===== src/rtl/sram_phase_pkg.sv =====
// Shared types and phase-slot helpers for the SRAM phase sequencer and its phase monitor.
package sram_phase_pkg;

  localparam int PHASE_W = 8;

  // Phase 0 is the first fast cycle after the system rising edge.
  localparam logic [PHASE_W-1:0] PH_START = '0;

  typedef enum logic [2:0] {
    ST_IDLE,
    ST_SETUP,
    ST_WPULSE,
    ST_WHOLD,
    ST_RDWAIT,
    ST_DONE
  } seq_state_t;

  function automatic logic [PHASE_W-1:0] ph_capture(input int ratio);
    return PHASE_W'(ratio - 2);
  endfunction

  function automatic logic [PHASE_W-1:0] ph_last(input int ratio);
    return PHASE_W'(ratio - 1);
  endfunction

endpackage


===== src/rtl/sram_phase_monitor.sv =====
// Checks that the fast-clock phase index counts 0..R-1 without gaps and declares lock
// after LOCK_PERIODS consecutive clean wraps.
module sram_phase_monitor
  import sram_phase_pkg::*;
#(
  parameter int RATIO        = 10,
  parameter int LOCK_PERIODS = 4
) (
  input  logic               clk,
  input  logic               reset,
  input  logic [PHASE_W-1:0] phase,
  output logic               phase_locked,
  output logic               phase_error
);

  localparam int LCNT_W = $clog2(LOCK_PERIODS + 1);

  logic [PHASE_W-1:0] r_prev;
  logic               r_primed;
  logic [LCNT_W-1:0]  r_good;
  logic               r_locked;
  logic               r_error;

  logic               w_last;
  logic [PHASE_W-1:0] w_expect;
  logic               w_bad;

  assign w_last   = (r_prev == ph_last(RATIO));
  assign w_expect = w_last ? PH_START : r_prev + PHASE_W'(1);
  assign w_bad    = (phase >= PHASE_W'(RATIO)) || (phase != w_expect);

  always_ff @(posedge clk) begin
    if (reset) begin
      r_prev   <= '0;
      r_primed <= 1'b0;
      r_good   <= '0;
      r_locked <= 1'b0;
      r_error  <= 1'b0;
    end else begin
      // Always track the latest sample so a single glitch resynchronises next cycle.
      r_prev   <= phase;
      r_primed <= 1'b1;
      r_error  <= 1'b0;
      if (r_primed) begin
        if (w_bad) begin
          r_error  <= 1'b1;
          r_locked <= 1'b0;
          r_good   <= '0;
        end else if (w_last && (r_good != LCNT_W'(LOCK_PERIODS))) begin
          r_good <= r_good + LCNT_W'(1);
          if (r_good == LCNT_W'(LOCK_PERIODS - 1)) r_locked <= 1'b1;
        end
      end
    end
  end

  assign phase_locked = r_locked;
  assign phase_error  = r_error;

endmodule


===== src/rtl/sram_phase_sequencer.sv =====
// Schedules one async-SRAM read or write per system period using the fast-clock phase index.
// Define SRAM_PHASE_CHECK_EN to gate and abort accesses on phase-sequence faults.
module sram_phase_sequencer
  import sram_phase_pkg::*;
#(
  parameter int MEMORY_TO_SYSTEM_CLOCK_RATIO = 10,
  parameter int ADDR_WIDTH                   = 18,
  parameter int DATA_WIDTH                   = 16,
  parameter int WRITE_PULSE_CYCLES           = 2,
  parameter int LOCK_PERIODS                 = 4
) (
  input  logic                  modified_clock_sram,
  input  logic                  reset,
  input  logic [PHASE_W-1:0]    modified_clock_period,
  input  logic                  req_valid,
  input  logic                  req_we,
  input  logic [ADDR_WIDTH-1:0] req_addr,
  input  logic [DATA_WIDTH-1:0] req_wdata,
  output logic                  req_ready,
  output logic                  rsp_valid,
  output logic [DATA_WIDTH-1:0] rsp_rdata,
  output logic [ADDR_WIDTH-1:0] sram_addr,
  output logic [DATA_WIDTH-1:0] sram_dq_out,
  input  logic [DATA_WIDTH-1:0] sram_dq_in,
  output logic                  sram_dq_oe,
  output logic                  sram_ce_n,
  output logic                  sram_oe_n,
  output logic                  sram_we_n,
  output logic                  phase_locked,
  output logic                  phase_error
);

  localparam int                 R      = MEMORY_TO_SYSTEM_CLOCK_RATIO;
  localparam logic [PHASE_W-1:0] PH_CAP = ph_capture(R);
  localparam logic [PHASE_W-1:0] PH_END = ph_last(R);
  localparam int                 CNT_W  = $clog2(WRITE_PULSE_CYCLES + 1);

  seq_state_t            r_state;
  logic [CNT_W-1:0]      r_pulse_cnt;
  logic                  r_req_ready;
  logic                  r_rsp_valid;
  logic [DATA_WIDTH-1:0] r_rsp_rdata;
  logic [ADDR_WIDTH-1:0] r_addr;
  logic [DATA_WIDTH-1:0] r_dq_out;
  logic                  r_dq_oe;
  logic                  r_ce_n;
  logic                  r_oe_n;
  logic                  r_we_n;

  logic w_locked;
  logic w_accept;

`ifdef SRAM_PHASE_CHECK_EN
  sram_phase_monitor #(
    .RATIO        (R),
    .LOCK_PERIODS (LOCK_PERIODS)
  ) u_mon (
    .clk          (modified_clock_sram),
    .reset        (reset),
    .phase        (modified_clock_period),
    .phase_locked (phase_locked),
    .phase_error  (phase_error)
  );
  assign w_locked = phase_locked;
`else
  assign phase_locked = 1'b1;
  assign phase_error  = 1'b0;
  assign w_locked     = 1'b1;
`endif

  assign w_accept = (r_state == ST_IDLE) && (modified_clock_period == PH_START) &&
                    req_valid && r_req_ready && w_locked;

  always_ff @(posedge modified_clock_sram) begin
    if (reset) begin
      r_state     <= ST_IDLE;
      r_pulse_cnt <= '0;
      r_req_ready <= 1'b0;
      r_rsp_valid <= 1'b0;
      r_rsp_rdata <= '0;
      r_addr      <= '0;
      r_dq_out    <= '0;
      r_dq_oe     <= 1'b0;
      r_ce_n      <= 1'b1;
      r_oe_n      <= 1'b1;
      r_we_n      <= 1'b1;
    end else begin
      if (modified_clock_period == PH_END)
        r_req_ready <= ((r_state == ST_IDLE) || (r_state == ST_DONE)) && w_locked;
      // Response window is re-evaluated only at the capture slot, giving exactly R cycles.
      if (modified_clock_period == PH_CAP) r_rsp_valid <= 1'b0;

      if ((r_state != ST_IDLE) && !w_locked) begin
        r_we_n  <= 1'b1;
        r_ce_n  <= 1'b1;
        r_oe_n  <= 1'b1;
        r_dq_oe <= 1'b0;
        r_state <= ST_IDLE;
      end else begin
        case (r_state)
          ST_IDLE: if (w_accept) begin
            r_addr <= req_addr;
            r_ce_n <= 1'b0;
            if (req_we) begin
              r_dq_oe  <= 1'b1;
              r_dq_out <= req_wdata;
              r_state  <= ST_SETUP;
            end else begin
              r_oe_n  <= 1'b0;
              r_state <= ST_RDWAIT;
            end
          end
          ST_SETUP: begin
            r_we_n      <= 1'b0;
            r_pulse_cnt <= '0;
            r_state     <= ST_WPULSE;
          end
          ST_WPULSE: begin
            if (r_pulse_cnt == CNT_W'(WRITE_PULSE_CYCLES - 1)) begin
              r_we_n  <= 1'b1;
              r_state <= ST_WHOLD;
            end else begin
              r_pulse_cnt <= r_pulse_cnt + CNT_W'(1);
            end
          end
          ST_WHOLD: begin
            r_ce_n  <= 1'b1;
            r_dq_oe <= 1'b0;
            r_state <= ST_DONE;
          end
          ST_RDWAIT: if (modified_clock_period == PH_CAP) begin
            r_rsp_rdata <= sram_dq_in;
            r_rsp_valid <= 1'b1;
            r_oe_n      <= 1'b1;
            r_ce_n      <= 1'b1;
            r_state     <= ST_DONE;
          end
          ST_DONE: if (modified_clock_period == PH_END) r_state <= ST_IDLE;
          default: r_state <= ST_IDLE;
        endcase
      end
    end
  end

  assign req_ready   = r_req_ready;
  assign rsp_valid   = r_rsp_valid;
  assign rsp_rdata   = r_rsp_rdata;
  assign sram_addr   = r_addr;
  assign sram_dq_out = r_dq_out;
  assign sram_dq_oe  = r_dq_oe;
  assign sram_ce_n   = r_ce_n;
  assign sram_oe_n   = r_oe_n;
  assign sram_we_n   = r_we_n;

endmodule

===== config.mk =====
export PLATFORM = sky130hd
export DESIGN_NAME = sram_phase_sequencer
export DESIGN_NICKNAME = d
export VERILOG_FILES = /design/src/rtl/sram_phase_pkg.sv /design/src/rtl/sram_phase_monitor.sv /design/src/rtl/sram_phase_sequencer.sv
export SDC_FILE = /design/constraint.sdc
export NUM_CORES = 1
export LEC_CHECK = 0
export ABC_AREA = 1
export BUFFER_PORTS_ARGS = -buffer_cell sky130_fd_sc_hd__clkbuf_2
export CAP_MARGIN = 20
export CORE_MARGIN = 3
export CORE_UTILIZATION = 45
export DETAILED_ROUTE_END_ITERATION = 7
export PLACE_DENSITY = 0.84
export SLEW_MARGIN = 20
export SYNTH_ARGS = -nofsm -noshare
export SYNTH_HDL_FRONTEND = slang
export SYNTH_SLANG_ARGS = --single-unit

===== constraint.sdc =====
create_clock -name modified_clock_sram -period 1.6 [get_ports modified_clock_sram]
set_input_delay 0.32 -clock modified_clock_sram [delete_from_list [all_inputs] [get_ports modified_clock_sram]]
set_output_delay 0.32 -clock modified_clock_sram [all_outputs]
set_load 0.01 [all_outputs]

# Word-level counts from Yosys, hierarchy flattened

Index checks and enable logic that the tools add are counted.

Divide/modulo/power cells: 0
Multiplexer cells: 22
Multiply operators: 0
Equality and inequality tests: 15
Magnitude comparators: 0
Shift-type cells: 0
Bitwise logic cells: 0
Reduce and logical (&&, ||, !) cells: 19
Add/subtract/negate cells: 1

Operator list:

| operator                                                                 | number |
|---|---|
| 3-bit one-hot mux with 6 select lines                                    | 1 |
| 8-bit by 4-bit equality test with 1-bit output (second input constant)   | 2 |
| 3-bit 2-to-1 mux                                                         | 5 |
| 2-bit inequality test (second input constant)                            | 6 |
| 1-bit 2-to-1 mux                                                         | 10 |
| 3-bit AND reduction                                                      | 3 |
| 8-bit logical NOT                                                        | 1 |
| 2-bit AND reduction                                                      | 4 |
| 4-bit AND reduction                                                      | 2 |
| 3-bit by 2-bit equality test with 1-bit output (second input constant)   | 2 |
| 3-bit equality test (second input constant)                              | 2 |
| 1-bit one-hot mux with 2 select lines                                    | 3 |
| 2-bit nonzero test                                                       | 3 |
| 2-bit one-hot mux with 2 select lines                                    | 1 |
| 3-bit by 1-bit equality test with 1-bit output (second input constant)   | 1 |
| 1-bit logical AND                                                        | 3 |
| 3-bit logical NOT                                                        | 1 |
| 1-bit one-hot mux with 3 select lines                                    | 1 |
| 3-bit nonzero test                                                       | 1 |
| 2-bit by 1-bit adder with 2-bit output (second input constant)           | 1 |
| 2-bit by 1-bit equality test with 1-bit output (second input constant)   | 1 |
| 2-bit 2-to-1 mux                                                         | 1 |
| 2-bit by 1-bit inequality test with 1-bit output (second input constant) | 1 |
| 1-bit logical OR                                                         | 1 |

Memories: 0
Logic and storage cells: 68
Bits in registers: 61
Bits of input ports: 62
Latch bits: 0
Bits in writable memories: 0
Output and inout bits: 58
Memory bits (read-only): 0

# Longest topological paths before layout

Depth in word-level cells: 6
Gate-level depth with buffers: 11
Depth with buffers taken out: 10

# Least setup slack after synthesis

Ideal clock, no wire load.

Path type: input-to-reg
Start: input modified_clock_period[2]
End: register r_addr[10] (netlist: sram_addr[10])
Path slack: 218 ps
Data arrival time: 1,266 ps
Path buffers: 2
Stages on the path: 7
Data required time: 1,484 ps
Setup time: 116 ps
Path through: or2_2 > nor2_2 > nand2_2 > buf_6 > buf_2 > o21ai_0 > nor2_1

Cells in the longest elaborated chain, start to end: 5

RTL lines:

| element                              | line                        | RTL |
|---|---|---|
| from (decl)                          | sram_phase_sequencer.sv:14  | `input logic [PHASE_W-1:0] modified_clock_period,` |
| 8-bit logical NOT                    | sram_phase_sequencer.sv:71  | `assign w_accept = (r_state == ST_IDLE) && (modified_clock_period == PH_START) &&` |
| 1-bit logical AND (2 in series)      | sram_phase_sequencer.sv:71  |  |
| 1-bit logical AND                    | sram_phase_sequencer.sv:72  | `req_valid && r_req_ready && w_locked;` |
| 2-bit AND reduction (no source line) | --                          |  |
| to (signal assigned)                 | sram_phase_sequencer.sv:102 | `r_addr <= req_addr;` |
| to (decl)                            | sram_phase_sequencer.sv:43  | `logic [ADDR_WIDTH-1:0] r_addr;` |

Every way passes these cells.
A chain may end at the register's enable or synchronous reset.

# Final worst setup path

Start: register r_state[0]
End: register r_dq_out[1] (netlist: sram_dq_out[1])

Cells in the longest elaborated chain, start to end: 5

RTL lines:

| element                                | line                                                    | RTL |
|---|---|---|
| from (decl)                            | sram_phase_sequencer.sv:38                              | `seq_state_t r_state;` |
| from (signal assigned)                 | sram_phase_sequencer.sv:76                              | `r_state <= ST_IDLE;` |
| from (signal assigned)                 | sram_phase_sequencer.sv:98                              | `r_state <= ST_IDLE;` |
| from (signal assigned)                 | sram_phase_sequencer.sv:107                             | `r_state <= ST_SETUP;` |
| 3-bit logical NOT *                    | sram_phase_sequencer.sv:71, sram_phase_sequencer.sv:100 |  |
| 1-bit logical AND (2 in series)        | sram_phase_sequencer.sv:71                              |  |
| 1-bit logical AND                      | sram_phase_sequencer.sv:72                              |  |
| 3-bit AND reduction (no source line) * | --                                                      |  |
| to (signal assigned)                   | sram_phase_sequencer.sv:106                             | `r_dq_out <= req_wdata;` |
| to (decl)                              | sram_phase_sequencer.sv:44                              | `logic [DATA_WIDTH-1:0] r_dq_out;` |

Mark *: on every way between the ends. The rest lies on a longest branch, timed or not.

==> impl_metrics.toml <==
[timing]
setup_viol = 0
drv_slew = 0
timing.hold.ws_ns = 0.212
fmaxAchievable_ghz = 0.706
fin_skew_ns = 0.00493
post-route-min-period_ns = 1.42
finalCritPeriodShare = 0.885
finalSetupTns_ns = 0
hold_viol = 0
rsz0062_at_grt = "no"

[final_layout]
drive_above_1_share = 0.337
fin_cells = 521
post-route-util = 0.630
final_nets = 510
diodes = 0
area_growth_pct = 33.1

[clock_network]
clk_latency_ns = 0.33
cts_buffers = 9
cts_setup_buffers = 0
tritoncts = "yes"
cts_max_path_buffers = 2
cts.clk_slew.worst_paths_ns = 0.06
clock-sinks = 61
root_buffer = "clkbuf_8"
htreeDepth = 3

[placed_design]
io_buffers = 117
place_inst = 506
dp_hpwl_um = 4320
routabilityCongestion = 0.802

[detailed_routing]
wire_per_inst_um = 11.0
first_iter_violations = 56
first_pass_iters = 4
avgViaCountPerCell = 4.62
num_vias = 2407
wl_um = 5730
ant_nets = 0
drcViolationCount = 0

[floorplan]
die_width_um = 80.0
dieArea_mm2 = 0.00639
io_pins = 120
fp-row-count = 26
coreArea_mm2 = 0.00520
die-height_um = 80.0
start_util = 0.473

[yosys]
synth_top_area_cell = "dfxtp_1"
synth_area_leaders = "dfxtp_1, nor2_1, o21ai_0"
netlist.area_leader.share = 0.496
synth_nets = 391
ys_warn_count = 0
synth-seq-cells = 61
ys_seq_area_frac = 0.496
avgSynthCellArea_um2 = 7.50
synthesis.area_mm2 = 0.00246
syn_inst = 328
ys_types = 28

[grt]
grt_usage = 0.183
use_met3 = 0.0858
grtUsageMet1 = 0.203
grt_first_pass_wirelength_um = 9200
antenna_found_initial = 0
grt_max_degree = 40
busiest_layer = "met2"
grt_pass1_vias = 2164
met2_usage = 0.300
gr-total-overflow = 0

[critical_path]
critPathMaxFanout = 33
cp.required_ns = 1.81
end_kind = "register"
crit_type = "reg -> reg"
critPathLaunchType = "register"
crit_arrival_ns = 1.62

[power_and_ir_drop]
p_per_area_mw_per_mm2 = 1110
leakagePower_uw = 0.00162
irDropWorstVdd_v = 0.000695

[run]
maxCapViolCount = 0

[worst_hold_path]
hold_class = "in -> reg"

[run_status]
status = "completed"
==> placed cells by master, fill, tap and decap left out, types with 2 or more instances in the layout <==
| master | n |
|---|---|
| buf_4 | 6 |
| o21ai_0 | 36 |
| or2_2 | 2 |
| nor2_2 | 4 |
| a21oi_1 | 22 |
| clkbuf_2 | 117 |
| nand2_1 | 22 |
| conb_1 | 2 |
| nand3_1 | 5 |
| o21ai_1 | 16 |
| nor2_4 | 2 |
| nor3_1 | 4 |
| clkbuf_8 | 12 |
| inv_1 | 36 |
| nand4_1 | 2 |
| nor2_1 | 87 |
| clkbuf_1 | 2 |
| nand2_2 | 2 |
| dfxtp_1 | 61 |
| nand2_4 | 2 |
==> routing by layer <==
metal,wire length [um],share of wire
met1,2430,0.42
met4,80,0.014
met2,2660,0.46
met3,557,0.097
met5,0,0
==> power breakdown <==
group / switching, uW / leakage (uW) / internal, uW
clock: 535 / 0.0000926 / 679
combinational: 455 / 0.00104 / 308
sequential: 53.2 / 0.000493 / 1600
total: 1040 / 0.00162 / 2590
==> flip-flops by register name, summed over array words and instances, names as in the netlist, named ones only <==
| name | flops |
|---|---|
| sram_dq_oe | 1 |
| sram_dq_out | 16 |
| req_ready | 1 |
| sram_addr | 18 |
| sram_we_n | 1 |
| r_state | 3 |
| rsp_rdata | 16 |
| sram_oe_n | 1 |
| r_pulse_cnt | 2 |
| sram_ce_n | 1 |
==> cell type report <==
type,count,area [um2]
flip-flops and latches,61,1220
repair buffers,124,651
clock buffers,14,173
multi-input cells,213,995
well taps,70,87.6
clock inverters,1,5.00
fillers,480,1930
inverters,38,145
==> critical path, cell delays in order, from the launching register on <==
cell     delay, ns
dfxtp_1       0.32
nor2_2        0.18
nand2_2       0.09
nor2_2        0.09
nand2_2       0.09
inv_4         0.07
nand2_4       0.17
o21ai_0       0.22
a21oi_1       0.06
==> metrics by stage <==
stage	cell area, um2	setup WS [ns]	total power (uW)
floorplan	2460	0.218	2210
global placement	3100	0.0854	2410
detailed placement	3100	0.0390	2440
CTS	3270	0.135	3680
global route	3280	0.0213	3850
finish	3280	0.183	3630
==> cell usage after synthesis <==
master / n
nor2_1: 88
ha_1: 1
buf_2: 4
or2_2: 2
conb_1: 2
a211oi_1: 1
nand2_4: 2
buf_1: 1
nand2_8: 1
o21ai_0: 37
nor3_1: 4
o21ai_1: 15
a31oi_1: 1
a21oi_1: 22
a32oi_1: 1
nor2_2: 3
inv_1: 36
nand3_1: 5
buf_4: 2
nand2_1: 22
nand2_2: 2
inv_2: 1
nand4_1: 2
buf_6: 4
dfxtp_1: 61
inv_4: 1
clkbuf_1: 5
nor2_4: 2
==> what timing repair did <==
| item | in CTS | in global routing |
|---|---|---|
| resized for setup | 0 | 2 |
| hold buffers | 0 | 0 |
| endpoints found under the setup margin | 0 | 4 |
==> worst paths after layout <==
path                                start                      endpoint  slack (ns)  depth (start not counted)
max reg2reg       r_state[0]$_SDFFE_PP0P_   sram_dq_out[1]$_SDFFE_PP0P_        0.18                          8
max               r_state[0]$_SDFFE_PP0P_   sram_dq_out[1]$_SDFFE_PP0P_        0.18                          8
min                         sram_dq_in[5]     rsp_rdata[5]$_SDFFE_PP0P_        0.21                          3
min reg2reg  sram_dq_out[13]$_SDFFE_PP0P_  sram_dq_out[13]$_SDFFE_PP0P_        0.44                          2
==> kinds of logic (layout without fill, tap and decap cells) <==
group,after synthesis,after routing,synth area share
AOI/OAI and AO/OA,77,77,0.160
adders and majority gates,1,1,0.00508
buffers and inverters,54,177,0.101
DFF,61,61,0.496
other,2,2,0.00305
and+or+nand+nor,133,133,0.235
Note: power is estimated with default switching activity, not from simulation.
